File: config.mk
export PLATFORM = sky130hd
export DESIGN_NAME = mux4_rr_arbiter_flat
export DESIGN_NICKNAME = d
export VERILOG_FILES = /design/src/rtl/mux4_arb_pkg.sv /design/src/rtl/mux4_rr_arbiter_if.sv /design/src/rtl/rr_pick4.sv /design/src/rtl/mux4_rr_arbiter.sv /design/src/flat_wrapper.sv
export SDC_FILE = /design/constraint.sdc
export NUM_CORES = 1
export LEC_CHECK = 0
export CAP_MARGIN = 5
export CORE_MARGIN = 5
export CORE_UTILIZATION = 49
export CTS_CLUSTER_DIAMETER = 150
export CTS_CLUSTER_SIZE = 8
export DETAILED_ROUTE_END_ITERATION = 10
export PLACE_DENSITY = 0.89
export SYNTH_ARGS = -nofsm -noshare
export SYNTH_HDL_FRONTEND = slang
export SYNTH_SLANG_ARGS = --single-unit
File: constraint.sdc
create_clock -name clk -period 5 [get_ports clk]
set_input_delay 1 -clock clk [delete_from_list [all_inputs] [get_ports clk]]
set_output_delay 1 -clock clk [all_outputs]
set_load 0.05 [all_outputs]
File: src/rtl/mux4_arb_pkg.sv
// Shared types and constants for the 4-requester round-robin arbiter.
package mux4_arb_pkg;

    localparam int NUM_REQ = 4;
    localparam int SEL_W   = 2;

    typedef enum logic {
        IDLE  = 1'b0,
        BURST = 1'b1
    } state_t;

    localparam logic [SEL_W-1:0] REQ_A = 2'd0;
    localparam logic [SEL_W-1:0] REQ_B = 2'd1;
    localparam logic [SEL_W-1:0] REQ_C = 2'd2;
    localparam logic [SEL_W-1:0] REQ_D = 2'd3;

endpackage

File: src/rtl/mux4_rr_arbiter_if.sv
// Requester and output handshake bundle for mux4_rr_arbiter.
interface mux4_rr_arbiter_if #(
    parameter int WIDTH = 4
);
    import mux4_arb_pkg::*;

    logic [NUM_REQ-1:0] req_valid;
    logic [NUM_REQ-1:0] req_ready;
    logic [WIDTH-1:0]   req_data_a;
    logic [WIDTH-1:0]   req_data_b;
    logic [WIDTH-1:0]   req_data_c;
    logic [WIDTH-1:0]   req_data_d;
    logic               out_valid;
    logic               out_ready;
    logic [WIDTH-1:0]   out_data;
    logic [SEL_W-1:0]   out_sel;

    // master is the arbiter's view; slave is the surrounding requesters/sink
    modport master (
        input  req_valid, req_data_a, req_data_b, req_data_c, req_data_d, out_ready,
        output req_ready, out_valid, out_data, out_sel
    );

    modport slave (
        output req_valid, req_data_a, req_data_b, req_data_c, req_data_d, out_ready,
        input  req_ready, out_valid, out_data, out_sel
    );

endinterface

File: src/rtl/rr_pick4.sv
// Combinational rotating-priority picker: first set request after ptr, wrapping mod 4.
module rr_pick4
    import mux4_arb_pkg::*;
(
    input  logic [NUM_REQ-1:0] req,
    input  logic [SEL_W-1:0]   ptr,
    output logic [NUM_REQ-1:0] grant,
    output logic [SEL_W-1:0]   idx
);

    logic [SEL_W-1:0] cand;
    logic             found;

    always_comb begin
        // NOTE: every variable gets a default before any branch, otherwise a latch is inferred.
        grant = '0;
        idx   = ptr;
        cand  = ptr;
        found = 1'b0;
        for (int k = 1; k <= NUM_REQ; k++) begin
            cand = ptr + SEL_W'(k);
            if (req[cand] && !found) begin
                grant[cand] = 1'b1;
                idx         = cand;
                found       = 1'b1;
            end
        end
    end

endmodule

File: src/rtl/mux4_rr_arbiter.sv
// Round-robin arbiter with bounded bursts feeding a registered 4:1 mux output stage.
// Optional MUX4_RR_ARB_STATS_EN adds per-requester saturating transfer counters.
module mux4_rr_arbiter
    import mux4_arb_pkg::*;
#(
    parameter int WIDTH     = 4,
    parameter int MAX_BURST = 4
) (
    input  logic clk,
    input  logic rst,
    mux4_rr_arbiter_if.master bus
`ifdef MUX4_RR_ARB_STATS_EN
    ,
    input  logic                stats_clr,
    output logic [NUM_REQ*16-1:0] grant_cnt
`endif
);

    localparam logic [3:0] MAX_B = 4'(MAX_BURST);

    state_t             state, state_n;
    logic [SEL_W-1:0]   ptr, ptr_n;
    logic [3:0]         burst_cnt, burst_n;
    logic               load_en;
    logic               xfer;
    logic [NUM_REQ-1:0] pick_grant, grant_oh, req_ready;
    logic [SEL_W-1:0]   pick_idx, sel;
    logic [WIDTH-1:0]   mux_data;
    logic               out_valid_q;
    logic [WIDTH-1:0]   out_data_q;
    logic [SEL_W-1:0]   out_sel_q;

    rr_pick4 u_pick (
        .req   (bus.req_valid),
        .ptr   (ptr),
        .grant (pick_grant),
        .idx   (pick_idx)
    );

    always_comb begin
        load_en   = !rst && (!out_valid_q || bus.out_ready);
        state_n   = state;
        ptr_n     = ptr;
        burst_n   = burst_cnt;
        grant_oh  = '0;
        sel       = ptr;
        unique case (state)
            IDLE: begin
                grant_oh = pick_grant;
                sel      = pick_idx;
                if (load_en && |pick_grant) begin
                    ptr_n   = pick_idx;
                    burst_n = 4'd1;
                    state_n = (MAX_BURST > 1) ? BURST : IDLE;
                end
            end
            BURST: begin
                // Owner keeps the channel only while it stays valid; a gap forfeits the burst.
                if (load_en) begin
                    if (bus.req_valid[ptr] && burst_cnt < MAX_B) begin
                        grant_oh[ptr] = 1'b1;
                        burst_n       = burst_cnt + 4'd1;
                        if (burst_n == MAX_B) state_n = IDLE;
                    end else begin
                        state_n = IDLE;
                    end
                end
            end
        endcase
        req_ready = load_en ? grant_oh : '0;
        xfer      = |(bus.req_valid & req_ready);
    end

    always_comb begin
        unique case (sel)
            REQ_A:   mux_data = bus.req_data_a;
            REQ_B:   mux_data = bus.req_data_b;
            REQ_C:   mux_data = bus.req_data_c;
            default: mux_data = bus.req_data_d;
        endcase
    end

    always_ff @(posedge clk or posedge rst) begin
        if (rst) begin
            state     <= IDLE;
            ptr       <= REQ_D;
            burst_cnt <= '0;
        end else begin
            // NOTE: sequential state uses non-blocking assignments so all registers update together.
            state     <= state_n;
            ptr       <= ptr_n;
            burst_cnt <= burst_n;
        end
    end

    // A new beat overrides a simultaneous drain, keeping out_valid high.
    always_ff @(posedge clk or posedge rst) begin
        if (rst) begin
            out_valid_q <= 1'b0;
            out_data_q  <= '0;
            out_sel_q   <= '0;
        end else if (xfer) begin
            out_valid_q <= 1'b1;
            out_data_q  <= mux_data;
            out_sel_q   <= sel;
        end else if (out_valid_q && bus.out_ready) begin
            out_valid_q <= 1'b0;
        end
    end

    assign bus.req_ready = req_ready;
    assign bus.out_valid = out_valid_q;
    assign bus.out_data  = out_data_q;
    assign bus.out_sel   = out_sel_q;

`ifdef MUX4_RR_ARB_STATS_EN
    logic [NUM_REQ-1:0][15:0] cnt;

    always_ff @(posedge clk or posedge rst) begin
        if (rst) begin
            cnt <= '0;
        end else begin
            for (int i = 0; i < NUM_REQ; i++) begin
                if (stats_clr)
                    cnt[i] <= '0;
                else if (bus.req_valid[i] && req_ready[i] && cnt[i] != 16'hFFFF)
                    cnt[i] <= cnt[i] + 16'd1;
            end
        end
    end

    assign grant_cnt = cnt;
`endif

endmodule

File: src/flat_wrapper.sv
// flat-port wrapper written by rule: the top's interface ports become plain ports
module mux4_rr_arbiter_flat import mux4_arb_pkg::*;
#(
    parameter int WIDTH     = 4,
    parameter int MAX_BURST = 4
)
  (clk, rst, bus_req_valid, bus_req_data_a, bus_req_data_b, bus_req_data_c, bus_req_data_d, bus_out_ready, bus_req_ready, bus_out_valid, bus_out_data, bus_out_sel);
  mux4_rr_arbiter_if #(.WIDTH(WIDTH)) bus_i ();
  input  logic clk;
  input  logic rst;
  input wire logic [$bits(bus_i.req_valid)-1:0] bus_req_valid;
  input wire logic [$bits(bus_i.req_data_a)-1:0] bus_req_data_a;
  input wire logic [$bits(bus_i.req_data_b)-1:0] bus_req_data_b;
  input wire logic [$bits(bus_i.req_data_c)-1:0] bus_req_data_c;
  input wire logic [$bits(bus_i.req_data_d)-1:0] bus_req_data_d;
  input wire logic [$bits(bus_i.out_ready)-1:0] bus_out_ready;
  output wire logic [$bits(bus_i.req_ready)-1:0] bus_req_ready;
  output wire logic [$bits(bus_i.out_valid)-1:0] bus_out_valid;
  output wire logic [$bits(bus_i.out_data)-1:0] bus_out_data;
  output wire logic [$bits(bus_i.out_sel)-1:0] bus_out_sel;
  assign bus_i.req_valid = bus_req_valid;
  assign bus_i.req_data_a = bus_req_data_a;
  assign bus_i.req_data_b = bus_req_data_b;
  assign bus_i.req_data_c = bus_req_data_c;
  assign bus_i.req_data_d = bus_req_data_d;
  assign bus_i.out_ready = bus_out_ready;
  assign bus_req_ready = bus_i.req_ready;
  assign bus_out_valid = bus_i.out_valid;
  assign bus_out_data = bus_i.out_data;
  assign bus_out_sel = bus_i.out_sel;
  mux4_rr_arbiter #(.WIDTH(WIDTH), .MAX_BURST(MAX_BURST)) u_core (.clk(clk), .rst(rst), .bus(bus_i));
endmodule
==> results.ini, run 1 <==
[status]
status=finished clean

[timing]
setup_viol=0
worst_tran_pin_value_ps=700
hold_slack_ps=516
period_share_pct=89.8
finalHoldViolations=0
finalClockSkew_ps=7.02
slew-limit-headroom_pct=53.1
grt_setup_unrepaired=no
report.final.slew_viol_count=0
least_setup_slack_across_all_paths_after_layout_ps=509
timing.fmax_mhz=223
finalWorstPathRequiredPeriod_ps=4490
setup_tns_ps=0

[placed_design]
dpl_worst_slack_ps=649
dpl_wire_length_um=2530
io_buffer_count=33
globalplace.congestion=0.957

[worst_setup_path]
setup.worst_path.end_class=primary output
timing_worst_setup_path_type=reg -> out
critical_path_arrival_ps=3490
worstPathMaxFanout=14
critical_path.startpoint_type=flip-flop
cp.required_ps=4000

[routing]
route.detailed.vias_per_inst=5.93
post-route-drc-count=0
dr.first_iter.drc_count=108
ant_nets=0
detailedRoute.firstPassIterationCount=4
routed_wire_length_per_instance_um=17.0
postRouteWirelength_um=3210
vias=1115

[clock_network]
numCtsBuffers=3
cts.hold.buffers_added=0
post_cts.repair.setup_buffers=0
clock_sink_count=14
worst_setup_hold_path_clk_slew_ps=90
cts_root_buf=clkbuf_4
h-tree-depth=1
cts_tree=done
cts_repair_resize_count=0
worstSkewPairLatency_ps=300
clk_path_buf_depth=2

[power_and_ir_drop]
p_int_w=0.000664
total_power_w=0.00134
sw_frac_of_total_pct=50.5
pwr_density_cell_nw_per_um2=799
power_frac_comb_pct=75.4
power_frac_clock_pct=6.4
worst_ir_drop_vdd_v=0.000511
seq_power_share_pct=18.2
leakage_nw=0.775
p_sw_w=0.000676

[yosys]
syn_area_sq_um=1320
synth_edf_count=0
synthArstFlopShare_pct=100
post_synthesis_share_of_cell_area_spent_on_and_or_nand_and_nor_gates_pct=12.7
syn-mean-instance-area_sq_um=10.5
ys.warnings.count=0
synth_sequential_area_ratio_pct=26.8
dominant_combinational_cell_family_by_area_after_synthesis=multiplexers
synth_nets=158
synth-compound-area-share_pct=20.4
synth_seq_cells=14
post_synth_fa_ha_maj_area_fraction_pct=9.50
ys_flop_type=dfrtp_1
synth_cell_types=40
post_synth_mux_area_share_pct=22.9
synthesis.instances=125
post_synth_xor_area_fraction_pct=1.90

[floorplan]
dieHeight_um=61.9
pin_count=34
die_area_sq_um=3830
die_w_um=61.9
floorplan.initialDensity_pct=52.2
std_cell_rows=18
core-area_sq_um=2520

[finish]
sequential_cell_area_sq_um=353
final_cell_mix=clkdlybuf4s50_1, mux2i_1, dfrtp_1
area_delta_synth_final_pct=27.3
post_route_cells_drive_above_1_share_pct=15.8
multi_input_area_sq_um=888
finalNetCount=192
num_antenna_cells=0
layout.cells.most_common=clkdlybuf4s50_1
fill_cells=201

[global_routing]
grt_max_degree=16
gr-usage-all-layers_pct=18.2
first_global_vias=1095
grt_pass1_wl_um=5090
grt_overflow=0
antenna_found_initial=0

[worst_hold_path]
min_path_type=reg -> reg

[flow_run]
drv_cap=0

[logic make-up (layout without fill, tap and decap cells)]
group           Yosys count  in the layout
buf+inv                  14             47
xor+xnor                  2              2
compound gates           33             33
flops                    14             14
mux                      23             23
simple gates             29             29
fa+ha+maj                10             10
[cell usage after synthesis (2+ instances only)]
cell      count  area (sq um)
mux2i_1      14           140
dfrtp_1      12           300
nand2_1      11          41.3
ha_1         10           125
inv_1         9          33.8
a21oi_1       7          35.0
a22o_1        4          35.0
mux2_4        4          60.1
mux4_2        4          90.1
nor2b_1       4          25.0
a21o_1        3          22.5
a221o_1       3          30.0
buf_6         3          33.8
nor3b_1       3          22.5
o21ai_0       3          15.0
a22oi_1       2          15.0
and2_1        2          12.5
dfstp_2       2          52.6
nand2b_1      2          12.5
nand3b_1      2          15.0
o21a_1        2          15.0
[final timing paths]
kind / start / to / slack, ps / cells after the start
worst max-delay path: u_core.ptr[0]$_DFFE_PP1P_ / bus_req_ready[2] / 510 / 7
worst min-delay path: u_core.bus.out_data[0]$_DFFE_PP0P_ / u_core.bus.out_data[0]$_DFFE_PP0P_ / 520 / 1
worst max register to register: u_core.ptr[0]$_DFFE_PP1P_ / u_core.bus.out_data[2]$_DFFE_PP0P_ / 1200 / 8
worst min register to register: u_core.bus.out_data[0]$_DFFE_PP0P_ / u_core.bus.out_data[0]$_DFFE_PP0P_ / 520 / 1
max in group asynchronous: rst / u_core.ptr[0]$_DFFE_PP1P_ / 3760 / 3
min in group asynchronous: rst / u_core.state$_DFF_PP0_ / 1000 / 3
[critical path: stages, from the launching register on]
cell and delay [ps]:
dfstp_2 760, inv_1 170, ha_1 410, mux4_2 650
nor4b_2 520, a21o_1 230, a22o_1 220, buf_4 220
[routing by layer]
metal	part of all wire, %	track usage, %	vias to the layer above	wire (um)
met2	52	32.7	37	1680
met4	1.9	7.27	0	61
li1	-	-	530	-
met5	0	0	-	0
met1	40	21.2	539	1280
met3	5.7	3.10	9	182
[metrics by stage]
stage | area, sq um | util [%] | std cells
after floorplan | 1320 | - | 125
final | 1680 | 66.5 | 188
after CTS | 1680 | 66.5 | 188
after global placement | 1640 | 65.0 | 184
after detailed placement | 1640 | 65.0 | 184
after global routing | 1680 | 66.5 | 188
[registers in the layout, indices dropped and copies added, names as in the netlist]
register / flops
u_core.burst_cnt: 4
u_core.bus.out_data: 4
u_core.bus.out_sel: 2
u_core.ptr: 2
u_core.bus.out_valid: 1
u_core.state: 1
[power groups by stage]
stage | clock (W) | sequential (W) | combinational, W
after floorplan | 0 | 0.000312 | 0.000730
after CTS | 0.0000855 | 0.000245 | 0.00101
final | 0.0000858 | 0.000244 | 0.00101
after global routing | 0.0000924 | 0.000257 | 0.00108
after detailed placement | 0 | 0.000248 | 0.000999
after global placement | 0 | 0.000241 | 0.000970
[area by class of cell]
class                           count  area share, %
Clock buffer                        4           2.16
Inverter                            9           2.01
Multi-Input combinational cell     97           53.0
Sequential cell                    14           21.0
Tap cell                           30           2.24
Timing Repair Buffer               34           19.6
Note: power is estimated with default switching activity, not from simulation.
==> run 2: changes to the inputs <==
--- a/config.mk
+++ b/config.mk
@@ -7,11 +7,11 @@
 export LEC_CHECK = 0
 export CAP_MARGIN = 5
 export CORE_MARGIN = 5
-export CORE_UTILIZATION = 49
+export CORE_UTILIZATION = 40
 export CTS_CLUSTER_DIAMETER = 150
 export CTS_CLUSTER_SIZE = 8
 export DETAILED_ROUTE_END_ITERATION = 10
-export PLACE_DENSITY = 0.89
+export PLACE_DENSITY = 0.77
 export SYNTH_ARGS = -nofsm -noshare
 export SYNTH_HDL_FRONTEND = slang
 export SYNTH_SLANG_ARGS = --single-unit
==> run 2 against run 1 <==
  * Via count shrank 2.6%
  * Critical path depth is the same
  * Global-route usage shrank 3.9 points
  * Combinational power is essentially flat
  * Cell area grew 1.0%
  * Sequential power is essentially flat
  * Critical path type unchanged
==> results.ini, run 2 (same netlist as run 1, synthesis figures left out) <==
[status]
status=finished clean

[clock_network]
numCtsBuffers=3
worstSkewPairLatency_ps=280
cts.hold.buffers_added=0
clk_path_buf_depth=2
cts_root_buf=clkbuf_4
h-tree-depth=1
clock_sink_count=14
worst_setup_hold_path_clk_slew_ps=90
cts_tree=done
cts_repair_resize_count=0
post_cts.repair.setup_buffers=0

[routing]
route.detailed.vias_per_inst=5.38
vias=1086
routed_wire_length_per_instance_um=14.7
post-route-drc-count=0
ant_nets=0
detailedRoute.firstPassIterationCount=4
dr.first_iter.drc_count=29
postRouteWirelength_um=2970

[floorplan]
pin_count=34
dieHeight_um=67.4
std_cell_rows=20
floorplan.initialDensity_pct=42.5
die_area_sq_um=4540
core-area_sq_um=3100
die_w_um=67.4

[finish]
layout.cells.non_filler=202
finalNetCount=192
post_route_cells_drive_above_1_share_pct=15.8
postLayoutCellArea_sq_um=1690
num_antenna_cells=0
sequential_cell_area_sq_um=353
fill_cells=286
layout.core_utilization_pct=54.6
layout.cells.most_common=clkdlybuf4s50_1
final_cell_mix=clkdlybuf4s50_1, mux2i_1, dfrtp_1
multi_input_area_sq_um=888
area_delta_synth_final_pct=28.6

[timing]
report.final.slew_viol_count=0
period_share_pct=88.6
setup_tns_ps=0
slew-limit-headroom_pct=58.4
timing.fmax_mhz=226
grt_setup_unrepaired=no
worst_tran_pin_value_ps=621
setup_viol=0
finalHoldViolations=0
least_setup_slack_across_all_paths_after_layout_ps=569
finalClockSkew_ps=0.990
finalWorstPathRequiredPeriod_ps=4430

[placed_design]
globalplace.congestion=0.904
numPlacedInstances=198
io_buffer_count=33
dpl_wire_length_um=2300
detailed_place.area_sq_um=1660
dpl_worst_slack_ps=671

[global_routing]
gr-usage-all-layers_pct=14.3
antenna_found_initial=0
grt_max_degree=16
grt_pass1_wl_um=4970
grt_overflow=0
first_global_vias=1105

[power_and_ir_drop]
power_frac_comb_pct=75.2
p_sw_w=0.000659
worst_ir_drop_vdd_v=0.000417
sw_frac_of_total_pct=49.8
power_frac_clock_pct=6.2
seq_power_share_pct=18.6
leakage_nw=0.775
p_int_w=0.000664
pwr_density_cell_nw_per_um2=781

[worst_setup_path]
critical_path.startpoint_type=flip-flop
cp.required_ps=4000
worstPathMaxFanout=14
critical_path_arrival_ps=3430
setup.worst_path.end_class=primary output
timing_worst_setup_path_type=reg -> out

[flow_run]
drv_cap=0

[worst_hold_path]
min_path_type=reg -> reg

-- run 2: cell counts in the layout (fill, tap and decap cells not counted) --
Identical to the previous run, type by type.
-- run 2: per-stage QoR --
stage / hold WS (ps) / total power (W)
global placement: 486 / 0.00122
global route: 547 / 0.00142
floorplan: 463 / 0.00104
CTS: 509 / 0.00133
finish: 514 / 0.00132
detailed placement: 489 / 0.00124
-- run 2: worst max-delay path, stage by stage (launching register included) --
cell	delay [ps]
dfstp_2	760
inv_1	160
ha_1	420
mux4_2	650
nor4b_2	510
a21o_1	210
a22o_1	210
buf_4	220
-- run 2: cell type report --
class	instances	share of cell area, %
Multi-Input combinational cell	97	52.4
Sequential cell	14	20.8
Timing Repair Buffer	34	19.4
Tap cell	44	3.25
Clock buffer	4	2.14
Inverter	9	1.99
-- run 2: per-layer routing --
metal,part of all wire (%),track usage (%),wire (um),vias to the layer above
li1,-,-,-,532
met1,46,17.5,1350,516
met2,48,24.3,1420,36
met3,6.1,4.33,180,2
met4,0.50,3.54,15,0
met5,0,0,0,-
-- run 2: worst paths after layout --
kind                                                 start                                  to  slack (ps)  cells past startpoint
min in group asynchronous                              rst   u_core.bus.out_sel[1]$_DFFE_PP0P_        1030                      3
hold reg to reg            u_core.burst_cnt[2]$_DFFE_PP0P_     u_core.burst_cnt[2]$_DFFE_PP0P_         510                      2
setup / recovery                 u_core.ptr[0]$_DFFE_PP1P_                    bus_req_ready[2]         570                      7
hold / removal             u_core.burst_cnt[2]$_DFFE_PP0P_     u_core.burst_cnt[2]$_DFFE_PP0P_         510                      2
max in group asynchronous                              rst           u_core.ptr[1]$_DFFE_PP1P_        3730                      3
setup reg to reg                 u_core.ptr[0]$_DFFE_PP1P_  u_core.bus.out_data[3]$_DFFE_PP0P_        1170                      8
-- run 2: power by group through the flow --
| stage | registers (W) | clock network, W | logic [W] |
|---|---|---|---|
| after floorplan | 0.000312 | 0 | 0.000730 |
| after global placement | 0.000241 | 0 | 0.000976 |
| after detailed placement | 0.000246 | 0 | 0.000994 |
| after CTS | 0.000247 | 0.0000832 | 0.00100 |
| after global routing | 0.000258 | 0.0000924 | 0.00107 |
| final | 0.000247 | 0.0000814 | 0.000994 |
